==> config.mk <==
export PLATFORM = sky130hd
export DESIGN_NAME = hld_seq_ctrl_flat
export DESIGN_NICKNAME = d
export VERILOG_FILES = /design/src/rtl/hld_seq_ctrl_if.sv /design/src/rtl/hld_seq_ctrl.sv /design/src/flat_wrapper.sv
export SDC_FILE = /design/constraint.sdc
export NUM_CORES = 1
export LEC_CHECK = 0
export CAP_MARGIN = 15
export CORE_UTILIZATION = 50
export CTS_CLUSTER_SIZE = 12
export DETAILED_ROUTE_END_ITERATION = 10
export GPL_TIMING_DRIVEN = 1
export PLACE_DENSITY = 0.73
export SLEW_MARGIN = 25
export SYNTH_ARGS = -nofsm -noshare
export SYNTH_HDL_FRONTEND = slang
export SYNTH_SLANG_ARGS = --single-unit
==> constraint.sdc <==
create_clock -name clk_i -period 4.72 [get_ports clk_i]
set_clock_uncertainty 0.05 [all_clocks]
set_input_delay 0.944 -clock clk_i [delete_from_list [all_inputs] [get_ports clk_i]]
set_output_delay 0.944 -clock clk_i [all_outputs]
set_load 0.02 [all_outputs]
==> src/rtl/hld_seq_ctrl_if.sv <==
// Config handshake and sequencer outputs for the MDLL hold-control frame sequencer.
// Master drives enable/config; slave (the sequencer) drives frame timing and status.
interface hld_seq_ctrl_if #(
  parameter int CNT_W = 6
);
  logic             en;
  logic             cfg_valid;
  logic             cfg_ready;
  logic [CNT_W-1:0] cfg_n;
  logic             cfg_mode;
  logic             div_m;
  logic             hld_win;
  logic             m_sel;
  logic [CNT_W-1:0] frame_cnt;
  logic             busy;
  logic             cfg_err;

  modport master (
    output en, cfg_valid, cfg_n, cfg_mode,
    input  cfg_ready, div_m, hld_win, m_sel, frame_cnt, busy, cfg_err
  );

  modport slave (
    input  en, cfg_valid, cfg_n, cfg_mode,
    output cfg_ready, div_m, hld_win, m_sel, frame_cnt, busy, cfg_err
  );
endinterface

==> src/rtl/hld_seq_ctrl.sv <==
// Frame sequencer for the MDLL hold-control path: div_m pulse, hold window and applied mode, all registered.
// Config accepted whenever nothing is pending; ratio/mode changes only take effect at frame boundaries.
module hld_seq_ctrl #(
  parameter int CNT_W    = 6,
  parameter int DEF_N    = 8,
  parameter int HOLD_LEN = 1,
  parameter int SETTLE   = 4
) (
  input  logic          clk_i,
  input  logic          rst_i,
  hld_seq_ctrl_if.slave bus
);

  localparam int SET_W = $clog2(SETTLE + 1);

  typedef enum logic [1:0] {
    S_IDLE,
    S_SETTLE,
    S_RUN,
    S_DRAIN
  } state_e;

  state_e           state_q, state_d;
  logic [CNT_W-1:0] cnt_q, cnt_d;
  logic [SET_W-1:0] settle_q, settle_d;
  logic [CNT_W-1:0] act_n_q, act_n_d;
  logic             act_mode_q, act_mode_d;
  logic             pend_vld_q, pend_vld_d;
  logic [CNT_W-1:0] pend_n_q, pend_n_d;
  logic             pend_mode_q, pend_mode_d;
  logic             err_q, err_d;
  logic             div_m_q, div_m_d;
  logic             hld_win_q, hld_win_d;
  logic             m_sel_q, m_sel_d;

  logic [CNT_W-1:0] neff;
  logic [CNT_W-1:0] neff_d;
  logic             running;
  logic             run_d;
  logic             wrap;
  logic             xfer;
  logic             legal;

  assign neff    = act_mode_q ? CNT_W'(2) : act_n_q;
  assign running = (state_q == S_RUN) || (state_q == S_DRAIN);
  assign wrap    = running && (cnt_q == neff - CNT_W'(1));
  assign xfer    = bus.cfg_valid && !pend_vld_q;
  assign legal   = bus.cfg_mode || (bus.cfg_n >= CNT_W'(2));

  always_ff @(posedge clk_i) begin
    if (rst_i) begin
      state_q     <= S_IDLE;
      cnt_q       <= '0;
      settle_q    <= '0;
      act_n_q     <= CNT_W'(DEF_N);
      act_mode_q  <= 1'b0;
      pend_vld_q  <= 1'b0;
      pend_n_q    <= '0;
      pend_mode_q <= 1'b0;
      err_q       <= 1'b0;
      div_m_q     <= 1'b0;
      hld_win_q   <= 1'b0;
      m_sel_q     <= 1'b0;
    end else begin
      state_q     <= state_d;
      cnt_q       <= cnt_d;
      settle_q    <= settle_d;
      act_n_q     <= act_n_d;
      act_mode_q  <= act_mode_d;
      pend_vld_q  <= pend_vld_d;
      pend_n_q    <= pend_n_d;
      pend_mode_q <= pend_mode_d;
      err_q       <= err_d;
      div_m_q     <= div_m_d;
      hld_win_q   <= hld_win_d;
      m_sel_q     <= m_sel_d;
    end
  end

  // Outside a running frame a request lands straight in active; on the wrap cycle it also
  // bypasses pending so the very next frame uses it.
  always_comb begin
    act_n_d     = act_n_q;
    act_mode_d  = act_mode_q;
    pend_vld_d  = pend_vld_q;
    pend_n_d    = pend_n_q;
    pend_mode_d = pend_mode_q;
    err_d       = err_q;
    if (xfer && !legal) begin
      err_d = 1'b1;
    end else if (xfer && (!running || wrap)) begin
      act_n_d    = bus.cfg_n;
      act_mode_d = bus.cfg_mode;
    end else if (xfer) begin
      pend_vld_d  = 1'b1;
      pend_n_d    = bus.cfg_n;
      pend_mode_d = bus.cfg_mode;
    end
    if (wrap && pend_vld_q) begin
      act_n_d    = pend_n_q;
      act_mode_d = pend_mode_q;
      pend_vld_d = 1'b0;
    end
  end

  always_comb begin
    state_d  = state_q;
    cnt_d    = cnt_q;
    settle_d = settle_q;
    case (state_q)
      S_IDLE: begin
        cnt_d = '0;
        if (bus.en) begin
          state_d  = S_SETTLE;
          settle_d = '0;
        end
      end
      S_SETTLE: begin
        cnt_d = '0;
        if (!bus.en) begin
          state_d = S_IDLE;
        end else if (settle_q == SET_W'(SETTLE - 1)) begin
          state_d = S_RUN;
        end else begin
          settle_d = settle_q + SET_W'(1);
        end
      end
      S_RUN: begin
        cnt_d = wrap ? '0 : cnt_q + CNT_W'(1);
        if (!bus.en) state_d = S_DRAIN;
      end
      S_DRAIN: begin
        cnt_d = wrap ? '0 : cnt_q + CNT_W'(1);
        if (wrap) state_d = bus.en ? S_RUN : S_IDLE;
      end
      default: begin
        state_d = S_IDLE;
        cnt_d   = '0;
      end
    endcase
  end

  // Outputs are decoded from next-cycle state so the registered values line up with frame_cnt.
  assign run_d  = (state_d == S_RUN) || (state_d == S_DRAIN);
  assign neff_d = act_mode_d ? CNT_W'(2) : act_n_d;

  always_comb begin
    div_m_d   = run_d && (cnt_d == neff_d - CNT_W'(1));
    hld_win_d = run_d && (cnt_d >= neff_d - CNT_W'(HOLD_LEN));
    m_sel_d   = run_d && act_mode_d;
  end

  assign bus.cfg_ready = !pend_vld_q;
  assign bus.div_m     = div_m_q;
  assign bus.hld_win   = hld_win_q;
  assign bus.m_sel     = m_sel_q;
  assign bus.frame_cnt = cnt_q;
  assign bus.busy      = (state_q != S_IDLE);
  assign bus.cfg_err   = err_q;

endmodule

==> src/flat_wrapper.sv <==
// flat-port wrapper written by rule: the top's interface ports become plain ports
module hld_seq_ctrl_flat 
#(
  parameter int CNT_W    = 6,
  parameter int DEF_N    = 8,
  parameter int HOLD_LEN = 1,
  parameter int SETTLE   = 4
)
  (clk_i, rst_i, bus_en, bus_cfg_valid, bus_cfg_n, bus_cfg_mode, bus_cfg_ready, bus_div_m, bus_hld_win, bus_m_sel, bus_frame_cnt, bus_busy, bus_cfg_err);
  hld_seq_ctrl_if #(.CNT_W(CNT_W)) bus_i ();
  input  logic clk_i;
  input  logic rst_i;
  input wire logic [$bits(bus_i.en)-1:0] bus_en;
  input wire logic [$bits(bus_i.cfg_valid)-1:0] bus_cfg_valid;
  input wire logic [$bits(bus_i.cfg_n)-1:0] bus_cfg_n;
  input wire logic [$bits(bus_i.cfg_mode)-1:0] bus_cfg_mode;
  output wire logic [$bits(bus_i.cfg_ready)-1:0] bus_cfg_ready;
  output wire logic [$bits(bus_i.div_m)-1:0] bus_div_m;
  output wire logic [$bits(bus_i.hld_win)-1:0] bus_hld_win;
  output wire logic [$bits(bus_i.m_sel)-1:0] bus_m_sel;
  output wire logic [$bits(bus_i.frame_cnt)-1:0] bus_frame_cnt;
  output wire logic [$bits(bus_i.busy)-1:0] bus_busy;
  output wire logic [$bits(bus_i.cfg_err)-1:0] bus_cfg_err;
  assign bus_i.en = bus_en;
  assign bus_i.cfg_valid = bus_cfg_valid;
  assign bus_i.cfg_n = bus_cfg_n;
  assign bus_i.cfg_mode = bus_cfg_mode;
  assign bus_cfg_ready = bus_i.cfg_ready;
  assign bus_div_m = bus_i.div_m;
  assign bus_hld_win = bus_i.hld_win;
  assign bus_m_sel = bus_i.m_sel;
  assign bus_frame_cnt = bus_i.frame_cnt;
  assign bus_busy = bus_i.busy;
  assign bus_cfg_err = bus_i.cfg_err;
  hld_seq_ctrl #(.CNT_W(CNT_W), .DEF_N(DEF_N), .HOLD_LEN(HOLD_LEN), .SETTLE(SETTLE)) u_core (.clk_i(clk_i), .rst_i(rst_i), .bus(bus_i));
endmodule
==> flow_metrics.py <==
metrics = {
    "placement": {
        "numPortBuffers": 22,
        "gp_congestion": 0.8239,
        "dpl.hpwl_um": 3057,
    },
    "final_layout": {
        "n_antenna_cell": 0,
        "area_delta_synth_final_pct": 19.05,
        "drive_gt1_frac": 0.1061,
        "ff_latch_area_um2": 600.6,
        "nFillCells": 316,
        "multiInputGateArea_um2": 1164,
        "fin_nets": 265,
    },
    "pwr": {
        "p_leak_uw": 0.0008629,
        "p_per_area_nw_per_um2": 253.7,
        "ir_drop_uv": 176.5,
    },
    "routing": {
        "vias": 1649,
        "wl_met3_um": 174,
        "first_iter_violations": 79,
        "drcViolationCount": 0,
        "via_per_inst": 5.667,
        "wl_met1_um": 1832,
        "top_layer_used": "met4",
        "post_drt_wl_per_cell_um": 13.78,
        "drt_pass1_iterations": 4,
        "antenna_left": 0,
        "dr_wl_met2_um": 1975,
        "drt_wl_total_um": 4009,
    },
    "timing": {
        "hold_viol": 0,
        "timing.slew.headroom": 0.3221,
        "holdWs_ns": 0.4101,
        "clock.fmax_mhz": 233.1,
        "rsz0062_at_grt": "no",
        "fin_crit_sh": 0.9089,
        "slew_violations": 0,
        "finalSetupViolCount": 0,
        "worstMarginPinSlew_ns": 1.014,
        "min_period_ns": 4.290,
        "setup_tns_ns": 0,
    },
    "floorplanning": {
        "design.core.area_um2": 3416,
        "die-area_um2": 3897,
        "dieWidth_um": 62.43,
        "start_util": 0.5344,
        "ios": 23,
        "rows": 21,
        "die_y_um": 62.43,
    },
    "critical_path": {
        "critical_path_class": "primary input to flop",
        "crit_required_ns": 4.87,
        "crit_arrival_ns": 4.44,
        "worstSetupStartpointType": "primary input",
        "endpoint_kind": "flop",
        "regToRegSetupSlack_ns": 0.47,
        "cp_max_fo": 3,
    },
    "grt": {
        "grt_max_degree": 29,
        "grt_overflow": 0,
        "grt_first_pass_wirelength_um": 7141,
        "track_usage": 0.2311,
        "grt_antenna_before_repair": 0,
        "grt_pass1_vias": 1582,
    },
    "yosys": {
        "yosys_warnings": 0,
        "syn-cell-area_um2": 1826,
        "synthCells": 217,
        "synth_edf_count": 0,
        "synth.distinct_cells": 52,
        "syn_nets": 238,
        "synth-seq-area-share": 0.3290,
        "avgSynthCellArea_um2": 8.412,
        "synth-seq-cells": 30,
        "async_flop_share": 0,
        "synth_ff_type": "dfxtp_1",
    },
    "clock_tree": {
        "htreeDepth": 2,
        "cts.sinks": 30,
        "cts_hold_buf": 0,
        "cts_root_buffer": "clkbuf_4",
        "numCtsBuffers": 5,
        "cts_setup_buffers": 0,
        "clk_pin_slew_ns": 0.09,
        "cts_max_path_buffers": 2,
        "cts_resized": 0,
        "cts_tree": "built",
        "clk_latency_ns": 0.32,
    },
    "hold_path": {
        "hold_path.class": "flop to flop",
    },
    "outcome": {
        "status": "finished, final reports clean",
    },
    "flow_run": {
        "drv_cap": 0,
    },
}
[sequential cells by signal, summed over array words and instances (netlist names)]
name and cells:
u_core.act_mode_q 1, u_core.act_n_q 6, u_core.bus.cfg_err 1, u_core.bus.div_m 1, u_core.bus.frame_cnt 6, u_core.bus.hld_win 1
u_core.bus.m_sel 1, u_core.pend_mode_q 1, u_core.pend_n_q 6, u_core.pend_vld_q 1, u_core.settle_q 3, u_core.state_q 2
[worst paths after layout]
kind,from,endpoint,cells after the start
hold / removal,u_core.settle_q[2],u_core.settle_q[2],2
setup reg to reg,u_core.act_mode_q,u_core.bus.div_m,14
hold reg to reg,u_core.settle_q[2],u_core.settle_q[2],2
setup / recovery,bus_cfg_n[2],u_core.bus.div_m,15
[cell usage in the layout, fill, tap and decap left out, types with 3 or more instances in the layout]
cell / count
nor2_1: 33
dfxtp_1: 30
clkdlybuf4s50_1: 22
nand2_1: 13
mux2i_1: 10
ha_1: 10
nor3_1: 9
nor2b_1: 8
o21ai_0: 8
inv_1: 8
nand3_1: 7
a21oi_1: 6
xnor2_1: 5
xor2_1: 5
clkbuf_4: 5
buf_4: 5
or2_1: 4
a211oi_1: 4
nand2b_1: 3
or2_2: 3
a221oi_2: 3
and2_1: 3
[critical path, stage by stage]
cell and delay, ns:
clkdlybuf4s50_1 0.45, or4_1 0.50, nor3_1 0.19, or2_2 0.15
inv_1 0.08, o211a_1 0.14, o31ai_1 0.35, or2_2 0.20
ha_1 0.17, inv_1 0.05, or4_1 0.51, nand3_1 0.10
ha_1 0.15, nand4_1 0.09, a2111oi_0 0.36
[cells by family after synthesis]
logic type | after synthesis | share of synthesized area
fa+ha+maj | 10 | 0.06854
compound gates | 45 | 0.2001
xor+xnor | 10 | 0.04798
buf+inv | 16 | 0.03358
flops | 30 | 0.3290
mux | 10 | 0.05483
simple gates | 96 | 0.2659
[stage by stage]
stage               setup WS, ns  instance area [µm²]    util  total power, µW  instances
CTS                       0.4301                 2173  0.6363            557.9        291
global route             0.07185                 2173  0.6363            589.1        291
finish                    0.4299                 2173  0.6363            551.4        291
detailed placement       0.07673                 2113  0.6187            398.6        283
global placement          0.1141                 2113  0.6187            396.8        283
floorplan                 0.6725                 1826       -            362.6        217
[per-layer routing]
layer	global-route usage	vias up
li1	-	838
met1	0.2878	770
met2	0.3859	37
met3	0.06934	4
met4	0.06105	0
met5	0	-
[cell type report]
cell class,instances,share of cell area
Tap cell,46,0.02648
Timing Repair Buffer,27,0.1186
Inverter,9,0.01554
Clock buffer,7,0.02533
Multi-Input combinational cell,171,0.5354
Clock inverter,1,0.002303
Sequential cell,30,0.2763
[synthesized netlist by cell type (all sizes together), types with 2 or more instances]
master / instances / area share
nor2b: 8 / 0.027
dfxtp: 30 / 0.33
or3: 2 / 0.0096
or2: 7 / 0.024
a221oi: 4 / 0.029
nor3: 10 / 0.030
o211ai: 2 / 0.011
o22ai: 2 / 0.0069
o21a: 2 / 0.0082
a211oi: 5 / 0.023
nand2: 13 / 0.027
a21oi: 7 / 0.021
clkbuf: 6 / 0.012
and2: 3 / 0.010
o21ai: 11 / 0.036
nand4: 2 / 0.0069
ha: 10 / 0.069
a2111oi: 2 / 0.013
mux2i: 10 / 0.055
or4: 2 / 0.0082
xor2: 5 / 0.024
o211a: 2 / 0.011
nand3: 7 / 0.019
nor2: 33 / 0.068
nor4: 2 / 0.0069
xnor2: 5 / 0.024
inv: 8 / 0.016
nand2b: 3 / 0.010
[power by group]
| group | total, µW | leakage, µW | internal (µW) | switching, µW |
|---|---|---|---|---|
| clock network | 159 | 0.0000353 | 72.1 | 86.7 |
| registers | 270 | 0.000243 | 260 | 10.6 |
| logic | 122 | 0.000584 | 59.0 | 63.2 |
| total | 551 | 0.000863 | 391 | 161 |
Power figures use the tool's default switching activity.
